**config.mk**
```make
export PLATFORM = sky130hd
export DESIGN_NAME = inst_buffer_dual_flat
export DESIGN_NICKNAME = d
export VERILOG_FILES = /design/src/rtl/inst_buffer_dual_pkg.sv /design/src/rtl/inst_buffer_dual_if.sv /design/src/rtl/inst_buffer_dual_ibuf_entry_ram.sv /design/src/rtl/inst_buffer_dual.sv /design/src/flat_wrapper.sv
export SDC_FILE = /design/constraint.sdc
export NUM_CORES = 2
export LEC_CHECK = 0
export CAP_MARGIN = 40
export CORE_MARGIN = 3
export CORE_UTILIZATION = 30
export CTS_BUF_LIST = sky130_fd_sc_hd__clkbuf_2
export CTS_CLUSTER_SIZE = 20
export DETAILED_ROUTE_END_ITERATION = 6
export PLACE_DENSITY_LB_ADDON = 0.25
export RECOVER_POWER = 25
export SETUP_SLACK_MARGIN = 0.1
export SYNTH_ARGS = -nofsm -noshare
export SYNTH_HDL_FRONTEND = slang
export SYNTH_SLANG_ARGS = --single-unit
```
**constraint.sdc**
```tcl
create_clock -name clk -period 15 [get_ports clk]
set_input_delay 3 -clock clk [delete_from_list [all_inputs] [get_ports clk]]
set_output_delay 3 -clock clk [all_outputs]
set_load 0.02 [all_outputs]
```
**src/rtl/inst_buffer_dual_pkg.sv**
```systemverilog
// Shared definitions for the dual-issue instruction buffer: the stored entry
// layout and the fetch-side exception cause codes (same values as csr_defines).
package inst_buffer_dual_pkg;

    localparam int PC_W    = 32;
    localparam int INST_W  = 32;
    localparam int CAUSE_W = 7;

    // Fetch-side exception cause codes, kept identical to the CSR ECODE values
    localparam logic [CAUSE_W-1:0] EXCEPTION_PIF  = 7'h03;
    localparam logic [CAUSE_W-1:0] EXCEPTION_PPI  = 7'h07;
    localparam logic [CAUSE_W-1:0] EXCEPTION_ADEF = 7'h08;
    localparam logic [CAUSE_W-1:0] EXCEPTION_TLBR = 7'h3f;

    // One queued instruction, 72 bits wide
    typedef struct packed {
        logic [PC_W-1:0]    pc;
        logic [INST_W-1:0]  inst;
        logic               exc;
        logic [CAUSE_W-1:0] cause;
    } ibuf_entry_t;

endpackage

```
**src/rtl/inst_buffer_dual_if.sv**
```systemverilog
// Fetch-side, decode-side and flush signals of the instruction buffer.
// The master is the pipeline around the buffer; the slave is the buffer itself.
interface inst_buffer_dual_if;

    logic        flush;
    logic [1:0]  fetch_valid;
    logic [31:0] fetch_pc0;
    logic [31:0] fetch_pc1;
    logic [31:0] fetch_inst0;
    logic [31:0] fetch_inst1;
    logic        fetch_exc0;
    logic        fetch_exc1;
    logic [6:0]  fetch_cause0;
    logic [6:0]  fetch_cause1;
    logic        ibuf_ready;
    logic [1:0]  deq_en;
    logic [1:0]  out_valid;
    logic [31:0] out_pc0;
    logic [31:0] out_pc1;
    logic [31:0] out_inst0;
    logic [31:0] out_inst1;
    logic        out_exc0;
    logic        out_exc1;
    logic [6:0]  out_cause0;
    logic [6:0]  out_cause1;

    modport master (
        output flush, fetch_valid, fetch_pc0, fetch_pc1, fetch_inst0, fetch_inst1,
               fetch_exc0, fetch_exc1, fetch_cause0, fetch_cause1, deq_en,
        input  ibuf_ready, out_valid, out_pc0, out_pc1, out_inst0, out_inst1,
               out_exc0, out_exc1, out_cause0, out_cause1
    );

    modport slave (
        input  flush, fetch_valid, fetch_pc0, fetch_pc1, fetch_inst0, fetch_inst1,
               fetch_exc0, fetch_exc1, fetch_cause0, fetch_cause1, deq_en,
        output ibuf_ready, out_valid, out_pc0, out_pc1, out_inst0, out_inst1,
               out_exc0, out_exc1, out_cause0, out_cause1
    );

endinterface

```
**src/rtl/inst_buffer_dual_ibuf_entry_ram.sv**
```systemverilog
// Entry storage for the instruction buffer: a plain register array with two
// write ports and two combinational read ports. The two write addresses are
// always distinct in use, so no write-collision handling is needed.
module ibuf_entry_ram
    import inst_buffer_dual_pkg::*;
#(
    parameter int DEPTH  = 16,
    parameter int ADDR_W = $clog2(DEPTH)
) (
    input  logic              clk,
    input  logic              wr0_en,
    input  logic [ADDR_W-1:0] wr0_addr,
    input  ibuf_entry_t       wr0_data,
    input  logic              wr1_en,
    input  logic [ADDR_W-1:0] wr1_addr,
    input  ibuf_entry_t       wr1_data,
    input  logic [ADDR_W-1:0] rd0_addr,
    output ibuf_entry_t       rd0_data,
    input  logic [ADDR_W-1:0] rd1_addr,
    output ibuf_entry_t       rd1_data
);

    ibuf_entry_t mem [DEPTH];

    // Contents need no reset: entries are only read once counted as valid
    always_ff @(posedge clk) begin
        if (wr0_en) mem[wr0_addr] <= wr0_data;
        if (wr1_en) mem[wr1_addr] <= wr1_data;
    end

    assign rd0_data = mem[rd0_addr];
    assign rd1_data = mem[rd1_addr];

endmodule

```
**src/rtl/inst_buffer_dual.sv**
```systemverilog
// Dual-issue instruction queue between fetch and the per-slot decoders.
// Up to two instructions enter and leave per cycle; flush empties it at once.
module inst_buffer_dual
    import inst_buffer_dual_pkg::*;
#(
    parameter int DEPTH  = 16,
    parameter int ADDR_W = $clog2(DEPTH)
) (
    input logic               clk,
    input logic               rst,
    inst_buffer_dual_if.slave bus
);

    logic [ADDR_W-1:0] head;
    logic [ADDR_W-1:0] tail;
    logic [ADDR_W:0]   count;
    logic              ready;
    logic [1:0]        valid;
    logic              wr0_en;
    logic              wr1_en;
    logic [ADDR_W-1:0] wr1_addr;
    logic [ADDR_W-1:0] head_p1;
    logic [1:0]        push_n;
    logic [1:0]        pop_n;
    ibuf_entry_t       slot0_entry;
    ibuf_entry_t       slot1_entry;
    ibuf_entry_t       rd0;
    ibuf_entry_t       rd1;

    // Room for a full fetch pair is judged only from the registered count
    assign ready   = count <= (ADDR_W+1)'(DEPTH - 2);
    assign valid   = {count >= (ADDR_W+1)'(2), count >= (ADDR_W+1)'(1)};
    assign head_p1 = head + ADDR_W'(1);

    assign slot0_entry = '{pc: bus.fetch_pc0, inst: bus.fetch_inst0,
                           exc: bus.fetch_exc0, cause: bus.fetch_cause0};
    assign slot1_entry = '{pc: bus.fetch_pc1, inst: bus.fetch_inst1,
                           exc: bus.fetch_exc1, cause: bus.fetch_cause1};

    // Push side: slot1 lands behind slot0 when both are valid, else at tail
    always_comb begin
        wr0_en   = ready && !bus.flush && bus.fetch_valid[0];
        wr1_en   = ready && !bus.flush && bus.fetch_valid[1];
        wr1_addr = bus.fetch_valid[0] ? tail + ADDR_W'(1) : tail;
        push_n   = {1'b0, wr0_en} + {1'b0, wr1_en};
    end

    // Pop side: slot1 may only be consumed together with slot0
    always_comb begin
        pop_n = 2'd0;
        if (!bus.flush) begin
            if (bus.deq_en == 2'b11 && valid == 2'b11) begin
                pop_n = 2'd2;
            end else if (bus.deq_en[0] && valid[0]) begin
                pop_n = 2'd1;
            end
        end
    end

    // Pointer and occupancy state; reset and flush both empty the queue
    always_ff @(posedge clk) begin
        if (rst || bus.flush) begin
            head  <= '0;
            tail  <= '0;
            count <= '0;
        end else begin
            head  <= head + ADDR_W'(pop_n);
            tail  <= tail + ADDR_W'(push_n);
            count <= count + (ADDR_W+1)'(push_n) - (ADDR_W+1)'(pop_n);
        end
    end

    ibuf_entry_ram #(.DEPTH(DEPTH), .ADDR_W(ADDR_W)) u_ram (
        .clk      (clk),
        .wr0_en   (wr0_en),
        .wr0_addr (tail),
        .wr0_data (slot0_entry),
        .wr1_en   (wr1_en),
        .wr1_addr (wr1_addr),
        .wr1_data (slot1_entry),
        .rd0_addr (head),
        .rd0_data (rd0),
        .rd1_addr (head_p1),
        .rd1_data (rd1)
    );

    // Decode view: slots without a valid instruction show all-zero fields
    always_comb begin
        bus.ibuf_ready = ready;
        bus.out_valid  = valid;
        bus.out_pc0    = valid[0] ? rd0.pc    : '0;
        bus.out_inst0  = valid[0] ? rd0.inst  : '0;
        bus.out_exc0   = valid[0] ? rd0.exc   : 1'b0;
        bus.out_cause0 = valid[0] ? rd0.cause : '0;
        bus.out_pc1    = valid[1] ? rd1.pc    : '0;
        bus.out_inst1  = valid[1] ? rd1.inst  : '0;
        bus.out_exc1   = valid[1] ? rd1.exc   : 1'b0;
        bus.out_cause1 = valid[1] ? rd1.cause : '0;
    end

    // Occupancy never exceeds capacity and tail always trails head by count
    assert property (@(posedge clk) disable iff (rst)
        (count <= (ADDR_W+1)'(DEPTH)) && (tail == head + count[ADDR_W-1:0]));

endmodule

```
**src/flat_wrapper.sv**
```systemverilog
// flat-port wrapper written by rule: the top's interface ports become plain ports
module inst_buffer_dual_flat import inst_buffer_dual_pkg::*;
#(
    parameter int DEPTH  = 16,
    parameter int ADDR_W = $clog2(DEPTH)
)
  (clk, rst, bus_flush, bus_fetch_valid, bus_fetch_pc0, bus_fetch_pc1, bus_fetch_inst0, bus_fetch_inst1, bus_fetch_exc0, bus_fetch_exc1, bus_fetch_cause0, bus_fetch_cause1, bus_deq_en, bus_ibuf_ready, bus_out_valid, bus_out_pc0, bus_out_pc1, bus_out_inst0, bus_out_inst1, bus_out_exc0, bus_out_exc1, bus_out_cause0, bus_out_cause1);
  inst_buffer_dual_if bus_i ();
  input logic clk;
  input logic rst;
  input wire logic [$bits(bus_i.flush)-1:0] bus_flush;
  input wire logic [$bits(bus_i.fetch_valid)-1:0] bus_fetch_valid;
  input wire logic [$bits(bus_i.fetch_pc0)-1:0] bus_fetch_pc0;
  input wire logic [$bits(bus_i.fetch_pc1)-1:0] bus_fetch_pc1;
  input wire logic [$bits(bus_i.fetch_inst0)-1:0] bus_fetch_inst0;
  input wire logic [$bits(bus_i.fetch_inst1)-1:0] bus_fetch_inst1;
  input wire logic [$bits(bus_i.fetch_exc0)-1:0] bus_fetch_exc0;
  input wire logic [$bits(bus_i.fetch_exc1)-1:0] bus_fetch_exc1;
  input wire logic [$bits(bus_i.fetch_cause0)-1:0] bus_fetch_cause0;
  input wire logic [$bits(bus_i.fetch_cause1)-1:0] bus_fetch_cause1;
  input wire logic [$bits(bus_i.deq_en)-1:0] bus_deq_en;
  output wire logic [$bits(bus_i.ibuf_ready)-1:0] bus_ibuf_ready;
  output wire logic [$bits(bus_i.out_valid)-1:0] bus_out_valid;
  output wire logic [$bits(bus_i.out_pc0)-1:0] bus_out_pc0;
  output wire logic [$bits(bus_i.out_pc1)-1:0] bus_out_pc1;
  output wire logic [$bits(bus_i.out_inst0)-1:0] bus_out_inst0;
  output wire logic [$bits(bus_i.out_inst1)-1:0] bus_out_inst1;
  output wire logic [$bits(bus_i.out_exc0)-1:0] bus_out_exc0;
  output wire logic [$bits(bus_i.out_exc1)-1:0] bus_out_exc1;
  output wire logic [$bits(bus_i.out_cause0)-1:0] bus_out_cause0;
  output wire logic [$bits(bus_i.out_cause1)-1:0] bus_out_cause1;
  assign bus_i.flush = bus_flush;
  assign bus_i.fetch_valid = bus_fetch_valid;
  assign bus_i.fetch_pc0 = bus_fetch_pc0;
  assign bus_i.fetch_pc1 = bus_fetch_pc1;
  assign bus_i.fetch_inst0 = bus_fetch_inst0;
  assign bus_i.fetch_inst1 = bus_fetch_inst1;
  assign bus_i.fetch_exc0 = bus_fetch_exc0;
  assign bus_i.fetch_exc1 = bus_fetch_exc1;
  assign bus_i.fetch_cause0 = bus_fetch_cause0;
  assign bus_i.fetch_cause1 = bus_fetch_cause1;
  assign bus_i.deq_en = bus_deq_en;
  assign bus_ibuf_ready = bus_i.ibuf_ready;
  assign bus_out_valid = bus_i.out_valid;
  assign bus_out_pc0 = bus_i.out_pc0;
  assign bus_out_pc1 = bus_i.out_pc1;
  assign bus_out_inst0 = bus_i.out_inst0;
  assign bus_out_inst1 = bus_i.out_inst1;
  assign bus_out_exc0 = bus_i.out_exc0;
  assign bus_out_exc1 = bus_i.out_exc1;
  assign bus_out_cause0 = bus_i.out_cause0;
  assign bus_out_cause1 = bus_i.out_cause1;
  inst_buffer_dual #(.DEPTH(DEPTH), .ADDR_W(ADDR_W)) u_core (.clk(clk), .rst(rst), .bus(bus_i));
endmodule
```
==> flow_metrics.py <==
metrics = {
    "run_status": {
        "violations": "max-capacitance violations, max-slew violations",
        "status": "finished with violations",
    },
    "yosys": {
        "synth_edf_count": 1152,
        "synth_flop_cell": "edfxtp_1",
        "syn_area_um2": 68260,
        "ys_seq_elements": 1165,
        "synth_cell_types": 55,
        "ys_seq_area_share_pct": 51.06,
        "synth_fp_nets": 4115,
        "yosys-top-cells-count": "edfxtp_1 (1152), mux2_2 (1013), mux4_2 (576)",
        "async_flop_share_pct": 0,
        "syn_inst": 3943,
        "synth.largest_area_cell": "edfxtp_1",
        "synth_area_leaders": "edfxtp_1 (51%), mux4_2 (19%), mux2_2 (17%), mux2i_1 (4.2%), mux2_1 (2.3%)",
        "synth_area_per_cell_um2": 17.31,
        "synth.most_common_cell": "edfxtp_1",
        "synth_top_area_share_pct": 50.68,
        "yosysWarnings": 0,
    },
    "worst_setup_path": {
        "rr_endpoint": "u_core.u_ram.mem[6][33]",
        "crit_path_end_kind": "primary output",
        "crit_type": "reg -> out",
        "critical_path_peak_fanout": 81,
        "critical_path_arrival_ns": 6.57,
        "reg2reg_slack_ns": 7.62,
        "r2r_cells": 8,
        "crit_path_end": "bus_out_pc1[27]",
        "r2r-start": "u_core.tail[0]",
        "crit_start": "u_core.head[0]",
        "start_kind": "flip-flop",
        "cp.required_ns": 12.00,
    },
    "job": {
        "cap_viol_max_count": 28,
    },
    "clock_tree": {
        "cts_resized": 0,
        "hold_buffers": 0,
        "clk_latency_ns": 1.78,
        "h-tree-depth": 5,
        "clkSinkCount": 1165,
        "postCtsSetupRepairBufs": 0,
        "clkTransAtPathRegs_ns": 0.09,
        "cts_buffers": 357,
        "cts_tree": "built",
        "clk_path_buf_depth": 4,
        "cts_root_buffer": "clkbuf_2",
    },
    "placed_design": {
        "gp_congestion": 0.7410,
        "postPlaceCellArea_um2": 74850,
        "hpwl_um": 137000,
        "io_buffers": 297,
    },
    "detailed_routing": {
        "via_per_inst": 5.581,
        "vias": 42010,
        "drt_iter0_drc": 4129,
        "drc": 0,
        "drtAntennaViolNets": 0,
        "first_pass_iters": 5,
        "wl_per_cell_um": 32.32,
        "wl_um": 243200,
    },
    "global_routing": {
        "grt_pass1_wl_um": 340400,
        "grt_pass1_vias": 43390,
        "grt_max_degree": 141,
        "antenna_found_initial": 36,
        "grt_overflow_total": 0,
        "grt_usage_pct": 20.52,
    },
    "sta": {
        "fin_skew_ns": 0.1456,
        "slew_violations": 531,
        "maxSlewHeadroom_pct": -159.5,
        "finalCritPeriodShare_pct": 63.82,
        "hold_ws_ns": 0.6024,
        "rsz0062_at_grt": "false",
        "worstMarginPinSlew_ns": 3.892,
        "finalCriticalPeriod_ns": 9.573,
        "finalHoldViolCount": 0,
        "max_freq_ghz": 0.1045,
        "fin_tns_setup_ns": 0,
        "finalSetupViolCount": 0,
    },
    "layout": {
        "drive_gt1_share_pct": 49.80,
        "synthToLayoutAreaGrowth_pct": 13.19,
        "fin_nets": 4441,
        "num-fill-cells": 21890,
        "finalInstanceArea_um2": 77260,
    },
    "floorplan": {
        "fp-row-count": 174,
        "coreArea_um2": 225500,
        "die_x_um": 483.0,
        "dieHeight_um": 483.0,
        "num_io_pins": 298,
        "initial_core_util_pct": 30.26,
        "dieArea_um2": 233300,
    },
    "pwr": {
        "ir_drop_v": 0.0001161,
        "power_leakage_uw": 0.02481,
        "powerDensity_nw_per_um2": 111.6,
    },
    "hold_path": {
        "hold_path.class": "reg -> reg",
    },
}
## report_power, final
| group | internal [uW] | switching, uW | leakage [uW] |
|---|---|---|---|
| logic | 1060 | 1440 | 0.0120 |
| registers | 3660 | 44.0 | 0.0105 |
| clock network | 936 | 1480 | 0.00234 |
## layout make-up
type	count	area, um^2	share of cell area, %
well taps	2992	3744	4.845
clock buffers	523	2618	3.388
multi-input cells	2300	30940	40.05
repair buffers	426	4631	5.994
clock inverters	81	336.6	0.4356
diodes	21	52.55	0.06802
flip-flops and latches	1165	34860	45.12
inverters	19	78.83	0.1020
## cells by family (layout without fill, tap and decap cells)
family | Yosys count | count (layout) | synth area share (%)
flops | 1165 | 1165 | 51.06
mux | 2017 | 2017 | 42.25
compound gates | 181 | 181 | 1.850
buf+inv | 478 | 1049 | 3.477
other cells | 0 | 21 | 0
simple gates | 71 | 71 | 0.7663
xor+xnor | 10 | 10 | 0.1668
fa+ha+maj | 21 | 21 | 0.4289
## cells in the final DEF (no fill, tap or decap), types with 4 or more instances in the layout
cell type and n:
fa_1 4, nand2b_1 5, a21bo_1 7, o21bai_1 4
mux2i_1 289, a21oi_1 5, dfxtp_1 11, clkbuf_2 523
buf_16 30, clkinv_1 69, nand2_1 8, nor2_1 14
mux2_1 139, clkbuf_1 23, buf_12 14, clkdlybuf4s50_1 295
and3_1 6, o21ai_0 6, nand3_1 11, diode_2 21
nand3b_1 4, edfxtp_1 1152, inv_2 6, ha_1 16
mux2_2 1013, o22ai_1 144, mux4_2 576, inv_1 18
clkinv_2 5, buf_4 62, xnor2_1 6
## how the worst min path moves through the flow
stage | startpoint | to | slack, ns | cells past startpoint
final | u_core.tail[3] | u_core.tail[3] | 0.60 | 2
after global routing | u_core.tail[3] | u_core.tail[3] | 0.63 | 2
after CTS | u_core.tail[3] | u_core.tail[3] | 0.62 | 2
after detailed placement | u_core.tail[3] | u_core.tail[3] | 0.61 | 2
after global placement | u_core.tail[3] | u_core.tail[3] | 0.60 | 2
after floorplan | u_core.tail[3] | u_core.tail[3] | 0.57 | 2
## state kept, by name, summed over array words and instances (netlist names)
register,cells
u_core.count,5
u_core.head,4
u_core.tail,4
u_core.u_ram.mem,1152
## worst max-delay path: stages (launching register included)
cell and delay, ns:
dfxtp_4 0.91, ha_4 0.61, buf_12 0.66, buf_4 0.76, mux4_2 0.58, mux2i_1 0.32
o22ai_1 0.25, clkdlybuf4s50_1 0.60
## through the flow
step	total power [uW]	utilization [%]	worst slack [ns]	cells
detailed placement	6322	33.19	7.028	6902
floorplan	5104	-	5.692	3943
finish	8624	34.26	5.427	7527
CTS	8768	34.50	4.966	7506
global route	9034	34.25	4.823	7519
global placement	6249	32.64	6.492	6853
## per-layer routing
metal  vias up  share of wire, %  GRT usage [%]
li1      17260                 -              -
met1     22570                43          28.19
met2      1792                47          32.75
met3       371               7.1          4.383
met4        10               2.4          5.757
met5         -             0.028              0
(Power assumes the default switching activity.)
